===== config.mk =====
export PLATFORM = sky130hd
export DESIGN_NAME = elevator_controller_flat
export DESIGN_NICKNAME = d
export VERILOG_FILES = /design/src/rtl/elevator_pkg.sv /design/src/rtl/elevator_if.sv /design/src/rtl/elevator_seg7_dec.sv /design/src/rtl/elevator_controller.sv /design/src/flat_wrapper.sv
export SDC_FILE = /design/constraint.sdc
export NUM_CORES = 1
export LEC_CHECK = 0
export BUFFER_PORTS_ARGS = -buffer_cell sky130_fd_sc_hd__buf_4
export CORE_MARGIN = 2
export CORE_UTILIZATION = 49
export CTS_CLUSTER_SIZE = 20
export DETAILED_ROUTE_END_ITERATION = 8
export HOLD_SLACK_MARGIN = 0.12
export PLACE_DENSITY = 0.83
export SYNTH_ARGS = -nofsm -noshare
export SYNTH_HDL_FRONTEND = slang
export SYNTH_HIERARCHICAL = 1
export SYNTH_SLANG_ARGS = --single-unit

===== constraint.sdc =====
create_clock -name clk -period 2.5 [get_ports clk]
set_clock_uncertainty 0.2 [all_clocks]
set_input_delay 0.5 -clock clk [delete_from_list [all_inputs] [get_ports clk]]
set_output_delay 0.5 -clock clk [all_outputs]
set_load 0.02 [all_outputs]

===== src/rtl/elevator_pkg.sv =====
// elevator_pkg: shared states, direction codes, floor numbers and segment patterns.
package elevator_pkg;
  typedef enum logic [1:0] {IDLE, MOVE_UP, MOVE_DOWN, DOOR_OPEN} state_t;
  localparam logic [1:0] DIR_IDLE = 2'b00;
  localparam logic [1:0] DIR_UP   = 2'b01;
  localparam logic [1:0] DIR_DOWN = 2'b10;
  localparam logic [1:0] FLOOR_0 = 2'd0;
  localparam logic [1:0] FLOOR_1 = 2'd1;
  localparam logic [1:0] FLOOR_2 = 2'd2;
  localparam logic [6:0] SEG_0     = 7'b1111110;
  localparam logic [6:0] SEG_1     = 7'b0110000;
  localparam logic [6:0] SEG_2     = 7'b1101101;
  localparam logic [6:0] SEG_BLANK = 7'b0000000;
  // Floors strictly above / strictly below f, as a 3-bit floor mask.
  function automatic logic [2:0] above_mask(input logic [1:0] f);
    return 3'b110 << f;
  endfunction
  function automatic logic [2:0] below_mask(input logic [1:0] f);
    return ~(3'b111 << f);
  endfunction
endpackage


===== src/rtl/elevator_if.sv =====
// elevator_if: request inputs and display/status outputs of the lift controller.
//   master: drives external_calls/internal_requests, observes the status outputs
//   slave : the controller side
interface elevator_if;
  logic [2:0] external_calls;
  logic [2:0] internal_requests;
  logic [6:0] seg_a_to_g;
  logic [1:0] arrow;
  logic [2:0] current_floor;
  logic [1:0] direction;
  logic       elevator_moving;
  modport master (
    output external_calls, internal_requests,
    input  seg_a_to_g, arrow, current_floor, direction, elevator_moving
  );
  modport slave (
    input  external_calls, internal_requests,
    output seg_a_to_g, arrow, current_floor, direction, elevator_moving
  );
endinterface


===== src/rtl/elevator_seg7_dec.sv =====
// elevator_seg7_dec: floor number -> 7-segment digit (bit6=a .. bit0=g).
//   floor in  3  floor number, 3..7 blank the digit
//   seg   out 7  active-high, or inverted for common-anode when ELEV_SEG_ACTIVE_LOW_EN is defined
module elevator_seg7_dec
  import elevator_pkg::*;
(
  input  logic [2:0] floor,
  output logic [6:0] seg
);
  logic [6:0] pat;
  assign pat = floor == 3'd0 ? SEG_0 :
               floor == 3'd1 ? SEG_1 :
               floor == 3'd2 ? SEG_2 : SEG_BLANK;
`ifdef ELEV_SEG_ACTIVE_LOW_EN
  assign seg = ~pat;
`else
  assign seg = pat;
`endif
endmodule


===== src/rtl/elevator_controller.sv =====
// elevator_controller: three-floor SCAN lift controller with request latch, travel/door timer and display.
//   clk    in  system clock, rising edge
//   rst_n  in  synchronous active-low reset
//   bus    elevator_if.slave: external_calls/internal_requests in; seg_a_to_g, arrow,
//          current_floor, direction, elevator_moving out
//   Segment polarity is selected by ELEV_SEG_ACTIVE_LOW_EN in elevator_seg7_dec.
module elevator_controller
  import elevator_pkg::*;
#(
  parameter int TRAVEL_CYCLES = 4,
  parameter int DOOR_CYCLES   = 3
) (
  input logic      clk,
  input logic      rst_n,
  elevator_if.slave bus
);
  localparam int TMAX = TRAVEL_CYCLES > DOOR_CYCLES ? TRAVEL_CYCLES : DOOR_CYCLES;
  localparam int TW   = $clog2(TMAX + 1);
  state_t          state;
  logic [1:0]      floor;
  logic [2:0]      pending;
  logic [1:0]      last_dir;
  logic [TW-1:0]   timer;
  logic [2:0]      clr;
  logic [1:0]      nf;
  logic            up_here, dn_here, up_nf, dn_nf, fwd_here, back_here;
  // A served floor absorbs its own calls for the whole time the door is open.
  assign clr       = state == DOOR_OPEN ? 3'b001 << floor : 3'b000;
  assign up_here   = |(pending & above_mask(floor));
  assign dn_here   = |(pending & below_mask(floor));
  assign fwd_here  = last_dir == DIR_UP ? up_here : dn_here;
  assign back_here = last_dir == DIR_UP ? dn_here : up_here;
  // Floor reached at the end of the current travel leg and the demand seen from there.
  assign nf        = state == MOVE_UP ? floor + 2'd1 : floor - 2'd1;
  assign up_nf     = |(pending & above_mask(nf));
  assign dn_nf     = |(pending & below_mask(nf));
  always_ff @(posedge clk) begin
    if (!rst_n) begin
      state    <= IDLE;
      floor    <= FLOOR_0;
      pending  <= 3'b000;
      last_dir <= DIR_UP;
      timer    <= '0;
    end else begin
      pending <= (pending | bus.external_calls | bus.internal_requests) & ~clr;
      case (state)
        IDLE: begin
          if (pending[floor]) state <= DOOR_OPEN;
          else if (up_here) begin
            state    <= MOVE_UP;
            last_dir <= DIR_UP;
          end else if (dn_here) begin
            state    <= MOVE_DOWN;
            last_dir <= DIR_DOWN;
          end
        end
        MOVE_UP, MOVE_DOWN: begin
          if (timer == TW'(TRAVEL_CYCLES - 1)) begin
            timer <= '0;
            floor <= nf;
            if (pending[nf]) state <= DOOR_OPEN;
            else if (state == MOVE_UP ? up_nf : dn_nf) state <= state;
            else if (state == MOVE_UP ? dn_nf : up_nf) begin
              state    <= state == MOVE_UP ? MOVE_DOWN : MOVE_UP;
              last_dir <= state == MOVE_UP ? DIR_DOWN : DIR_UP;
            end else state <= IDLE;
          end else timer <= timer + 1'b1;
        end
        DOOR_OPEN: begin
          if (timer == TW'(DOOR_CYCLES - 1)) begin
            timer <= '0;
            if (fwd_here) state <= last_dir == DIR_UP ? MOVE_UP : MOVE_DOWN;
            else if (back_here) begin
              state    <= last_dir == DIR_UP ? MOVE_DOWN : MOVE_UP;
              last_dir <= last_dir == DIR_UP ? DIR_DOWN : DIR_UP;
            end else state <= IDLE;
          end else timer <= timer + 1'b1;
        end
        default: state <= IDLE;
      endcase
    end
  end
  assign bus.current_floor   = {1'b0, floor};
  assign bus.direction       = state == MOVE_UP ? DIR_UP : state == MOVE_DOWN ? DIR_DOWN : DIR_IDLE;
  assign bus.elevator_moving = state == MOVE_UP || state == MOVE_DOWN;
  assign bus.arrow           = {bus.direction == DIR_UP, bus.direction == DIR_DOWN};
  elevator_seg7_dec u_seg (
    .floor (bus.current_floor),
    .seg   (bus.seg_a_to_g)
  );
endmodule


===== src/flat_wrapper.sv =====
// flat-port wrapper written by rule: the top's interface ports become plain ports
module elevator_controller_flat import elevator_pkg::*;
#(
  parameter int TRAVEL_CYCLES = 4,
  parameter int DOOR_CYCLES   = 3
)
  (clk, rst_n, bus_external_calls, bus_internal_requests, bus_seg_a_to_g, bus_arrow, bus_current_floor, bus_direction, bus_elevator_moving);
  elevator_if bus_i ();
  input logic clk;
  input logic rst_n;
  input wire logic [$bits(bus_i.external_calls)-1:0] bus_external_calls;
  input wire logic [$bits(bus_i.internal_requests)-1:0] bus_internal_requests;
  output wire logic [$bits(bus_i.seg_a_to_g)-1:0] bus_seg_a_to_g;
  output wire logic [$bits(bus_i.arrow)-1:0] bus_arrow;
  output wire logic [$bits(bus_i.current_floor)-1:0] bus_current_floor;
  output wire logic [$bits(bus_i.direction)-1:0] bus_direction;
  output wire logic [$bits(bus_i.elevator_moving)-1:0] bus_elevator_moving;
  assign bus_i.external_calls = bus_external_calls;
  assign bus_i.internal_requests = bus_internal_requests;
  assign bus_seg_a_to_g = bus_i.seg_a_to_g;
  assign bus_arrow = bus_i.arrow;
  assign bus_current_floor = bus_i.current_floor;
  assign bus_direction = bus_i.direction;
  assign bus_elevator_moving = bus_i.elevator_moving;
  elevator_controller #(.TRAVEL_CYCLES(TRAVEL_CYCLES), .DOOR_CYCLES(DOOR_CYCLES)) u_core (.clk(clk), .rst_n(rst_n), .bus(bus_i));
endmodule

[Word-level counts from Yosys, hierarchy flattened]
Index checks and enable logic that the tools add are counted.
Storage, ports and cells
  output and inout port bits: 15
  bits of input ports: 8
  register bits after elaboration: 12
  logic and storage cells: 99
Cells by class
  equal/unequal tests: 21
  $lt $le $gt $ge: 2
  shift operators: 5
  bitwise logic cells: 10
  add/subtract/negate cells: 3
  multiplexer cells: 41
  reduce and logical (&&, ||, !) cells: 12
Operator list (count)
  2-to-1 mux 2 bit: 24
  2-to-1 mux 7 bit: 3
  AND 3 bit: 5
  case mux 2 bit (3 select lines): 2
  OR reduction 3 bit: 4
  << shifter 3 x 2 -> 3 bit, first input constant: 4
  inequality test 2 bit, second input constant: 5
  2-to-1 mux 3 bit: 3
  inverter 3 bit: 3
  AND reduction 9 bit: 1
  == test 2 x 1 -> 1 bit, second input constant: 4
  == test 2 bit, second input constant: 4
  == test 3 x 2 -> 1 bit, second input constant: 2
  less-than comparator 2 x 3 -> 1 bit, second input constant: 2
  2-to-1 mux 1 bit: 6
  inequality test 2 x 1 -> 1 bit, second input constant: 3
  bitwise OR 3 bit: 2
  case mux 3 bit (2 select lines): 1
  binary-select mux 1 bit (select 2 bit): 2
  inequality test 4 x 1 -> 1 bit, second input constant: 1
  AND reduction 4 bit: 1
  adder 3 x 1 -> 3 bit, second input constant: 1
  zero test 3 bit: 1
  inequality test 3 x 1 -> 1 bit, second input constant: 1
  9 further kinds: 9

[Depth between registers and ports, before layout]
  depth after elaboration: 12
  mapped depth: 10
  depth with buffers taken out: 10

[Modules after synthesis]
The synthesis kept the hierarchy.
Modules (own cells, without submodules)
  elevator_controller: cells an instance 139, seq. area each 240.2 um^2, area an instance 1108.6 um^2, times used 1
  elevator_seg7_dec: cells an instance 7, seq. area each 0.0 um^2, area an instance 50.0 um^2, times used 1

[Least setup slack after synthesis]
OpenSTA, ideal clock, no wires.
  kind: register to register
  start: register u_core.state[1]
  end: register u_core.last_dir[0]
  setup slack: -0.206 ns
  clock period less this slack: 2.706 ns
  data arrival time: 2.385 ns
  setup time: 0.121 ns
  path buffers: 0
  required time: 2.179 ns
  stages on the path, launching flop included: 11
  cells stage by stage: dfxtp_1 > inv_1 > ha_1 > xnor2_1 > ha_1 > a22oi_2 > nand2_1 > o211ai_2 > nand2_1 > and4b_4 > mux2_4
On the way
  cells in the longest elaborated chain, start to end: 9
  elaborated cells on any way between the ends: 33
  classes of those cells: eq/ne: 12; shift: 2; mux: 11; bitwise: 3; reduce/logical: 5
Ends and longest elaborated chain
  from (decl): RTL line elevator_controller.sv:19  | state_t state;
  from (signal assigned): RTL line elevator_controller.sv:62  | else if (state == MOVE_UP ? up_nf : dn_nf) state <= state;
  from (signal assigned): RTL line elevator_controller.sv:64  | state <= state == MOVE_UP ? MOVE_DOWN : MOVE_UP;
  from (signal assigned): RTL line elevator_controller.sv:72  | if (fwd_here) state <= last_dir == DIR_UP ? MOVE_UP : MOVE_DOWN;
  == test 2 x 1 -> 1 bit
  2-to-1 mux 2 bit: RTL line elevator_controller.sv:34  | assign nf = state == MOVE_UP ? floor + 2'd1 : floor - 2'd1;
  << shifter 3 x 2 -> 3 bit: RTL line elevator_pkg.sv:19  | return ~(3'b111 << f);
  inverter 3 bit: RTL line elevator_pkg.sv:19
  AND 3 bit: RTL line elevator_controller.sv:36  | assign dn_nf = |(pending & below_mask(nf));
  OR reduction 3 bit: RTL line elevator_controller.sv:36
  2-to-1 mux 1 bit (on tied branches): RTL line elevator_controller.sv:62, elevator_controller.sv:63
  inequality test 2 bit (no source line) or inequality test 2 x 1 -> 1 bit (tied branches)
  AND reduction 9 bit (no source line)
  to (signal assigned): RTL line elevator_controller.sv:65  | last_dir <= state == MOVE_UP ? DIR_DOWN : DIR_UP;
  to (signal assigned): RTL line elevator_controller.sv:75  | last_dir <= last_dir == DIR_UP ? DIR_DOWN : DIR_UP;
  to (decl): RTL line elevator_controller.sv:22  | logic [1:0] last_dir;
Parallel ways exist; a longest one is shown, timed or not. The select of a mux whose other input is x is not followed.
A chain may end at the register's enable or synchronous reset.

[Worst setup path after layout]
Same ends and word-level chain as after synthesis.

==> results_dict.tcl <==
set metrics [dict create \
    finalNetCount 195 \
    synth_enable_flop_cells 0 \
    synth_top_cell_area_share_pct 20.73 \
    finalCriticalPeriod_ps 2421 \
    synth_simple_gate_area_share_pct 20.95 \
    synthesis.area_per_instance_um2 7.936 \
    compound_gate_fraction_of_synth_area_pct 26.24 \
    setup.reg_to_reg.worst_slack_ps 80 \
    syn_to_final_growth_pct 23.65 \
    synth.ff_latch_count 12 \
    ys.warnings.count 6 \
    port_buffers 21 \
    post-route-period-util_pct 96.82 \
    chipWidth_um 52.63 \
    start_util_pct 51.88 \
    cts_root_buffer "clkbuf_4" \
    postPlaceCellArea_um2 1359 \
    yosysMostFrequentCell "nand2_1" \
    via_per_inst 5.836 \
    synthArstFlopShare_pct 0 \
    antenna_violating_nets_post_route 0 \
    grt_antenna_before_repair 0 \
    kind_of_launch_point_of_the_worst_setup_path "flop" \
    post_route_cells_drive_above_1_share_pct 30.06 \
    yosysTopAreaCell "dfxtp_1" \
    post-route-drc-count 0 \
    synth_top_family_by_area "compound AO/OA/AOI/OAI gates" \
    netlist_instances 146 \
    netlist_top_cells_area "dfxtp_1, ha_1, nand2_1" \
    dp_worst_setup_slack_ps -10.42 \
    global_route.usage.total_pct 22.63 \
    parity_gate_share_of_the_synthesized_area_counting_xor_and_xnor_cells_pct 1.512 \
    final-max-slew-violation-count 0 \
    detail_route.first_pass.iterations 4 \
    grt_max_degree 17 \
    tritoncts "built" \
    critPathCaptureType "flop" \
    finalWeightedCongestion 0.8772 \
    core.rowCount 17 \
    critical_path_arrival_ps 2390 \
    synthFlopType "dfxtp_1" \
    dpl.hpwl_um 2070 \
    via_count_of_the_first_global_routing_pass 1126 \
    sum_of_routed_wire_length_over_all_layers_um 2762 \
    layout.cell_area.non_filler_um2 1433 \
    pwr_density_cell_nw_per_um2 1001 \
    critical_path_required_ps 2470 \
    fmaxAchievable_mhz 413.1 \
    gr-total-overflow 0 \
    worstHoldPathType "reg -> reg" \
    timing.hold.worst.start "u_core/last_dir[1]$_SDFFE_PN0P_" \
    path_max_fanout 3 \
    crit-reg2reg-launch "u_core/state[1]$_SDFFE_PN0P_" \
    num_io_pins 23 \
    outcome "finished, final reports clean" \
    maximum_capacitance_violations 0 \
    hold_viol 0 \
    timing.setup.critical_path_class "reg -> reg" \
    n_antenna_cell 0 \
    postCtsHoldBufs 0 \
    area_enclosed_by_the_die_boundary_um2 2769 \
    mappedNetlistArea_um2 1159 \
    first_pass_grt_wire_length_um 4698 \
    synth_cell_types 44 \
    detailedRoute.firstIterationViolations 47 \
    cts_inserted_buffers 3 \
    synth.mux.area_fraction_pct 4.752 \
    clock_tree.buffer_depth 2 \
    synth.cells.most_frequent "nand2_1, dfxtp_1, ha_1" \
    total_power_uw 1434 \
    cts_htree_levels 1 \
    fin_worst_hold_slack_ps 276.8 \
    worstSetupStartpoint "u_core/state[1]$_SDFFE_PN0P_" \
    timing.final.setup_violations 0 \
    grt_setup_unrepaired "false" \
    avgRoutedWirePerCell_um 13.74 \
    clk_latency_ps 270 \
    power.ir.vdd_worst_uv 572.5 \
    worst_slack_ps 79.42 \
    clk_transition_reported_paths_ps 80 \
    floorplan.core_area_um2 2233 \
    total_leakage_power_uw 0.0006047 \
    clock_sinks 12 \
    synth_seq_area_share_pct 20.73 \
    fp.dieH_um 52.63 \
    area_share_of_fa_ha_maj_cells_after_synthesis_pct 12.96 \
    dr_total_vias 1173 \
]
## placed cells by master, fill, tap and decap left out, types with 4 or more instances in the layout
cell,instances
buf_4,30
nand2_1,15
inv_1,11
nor2_1,11
ha_1,10
a21oi_1,9
dfxtp_1,9
conb_1,6
nand3_1,5
nor3_1,5
mux2i_1,4
o21ai_0,4
a311oi_1,4
nand2b_1,4
## path summary, 6_finish.rpt
kind / end / cells past startpoint
setup reg to reg: u_core/last_dir[0]$_SDFFE_PN1P_ / 10
hold / removal: u_core/last_dir[1]$_SDFFE_PN0P_ / 2
setup / recovery: u_core/last_dir[0]$_SDFFE_PN1P_ / 10
hold reg to reg: u_core/last_dir[1]$_SDFFE_PN0P_ / 2
## per-stage QoR
step | setup TNS (ps) | cells | util (%)
2_1_floorplan | 0 | 151 | -
3_3_place_gp | 0 | 197 | 60.84
3_5_place_dp | -10.42 | 197 | 60.84
4_1_cts | 0 | 201 | 63.08
5_1_grt | 0 | 201 | 64.15
6_report | 0 | 201 | 64.15
## flip-flops by register name (all words and copies together) (netlist names)
name and cells:
u_core/floor 2, u_core/pending 3, u_core/last_dir 2, u_core/state 2, u_core/timer 3
## worst max-delay path, cell delays in order, from the launching register on
cell	delay, ps
dfxtp_2	330
inv_1	70
ha_4	190
xnor2_4	150
ha_1	240
a22oi_2	220
nand2_1	110
o211ai_2	100
nand2_1	60
and4b_4	340
mux2_4	290
## layer usage
layer  GRT usage (%)  vias up  routed length, um
li1                -      566                  -
met1           26.12      549               1105
met2           40.63       50               1421
met3           4.571        8                183
met4           8.120        0                 52
met5               0        -                  0
## kinds of logic (layout without fill, tap and decap cells)
logic type	Yosys count	in the layout
compound gates	41	41
xor+xnor	2	2
fa+ha+maj	12	12
buf+inv	26	48
flops	12	12
mux	5	5
other cells	1	6
simple gates	47	47
## what timing repair did
item	4_1_cts	5_1_grt
endpoints found under the setup margin	1	2
resized for setup	2	3
cloned	0	0
endpoints found under the hold margin	0	0
buffers inserted	1	0
pin swaps	1	4
## layout make-up
type | instances | area [um^2]
Tap cell | 28 | 35.03
Multi-Input combinational cell | 113 | 847.1
Sequential cell | 12 | 244.0
Inverter | 15 | 58.81
Fill cell | 192 | 800.8
Clock buffer | 3 | 22.52
Timing Repair Buffer | 30 | 225.2
## power breakdown
part | leakage, uW | total, uW | internal [uW] | switching, uW
logic | 0.000491 | 1010 | 467 | 541
registers | 0.000100 | 302 | 250 | 52.6
clock network | 0.0000138 | 123 | 55.7 | 67.0
No activity file was read; power rests on OpenSTA's default activity.
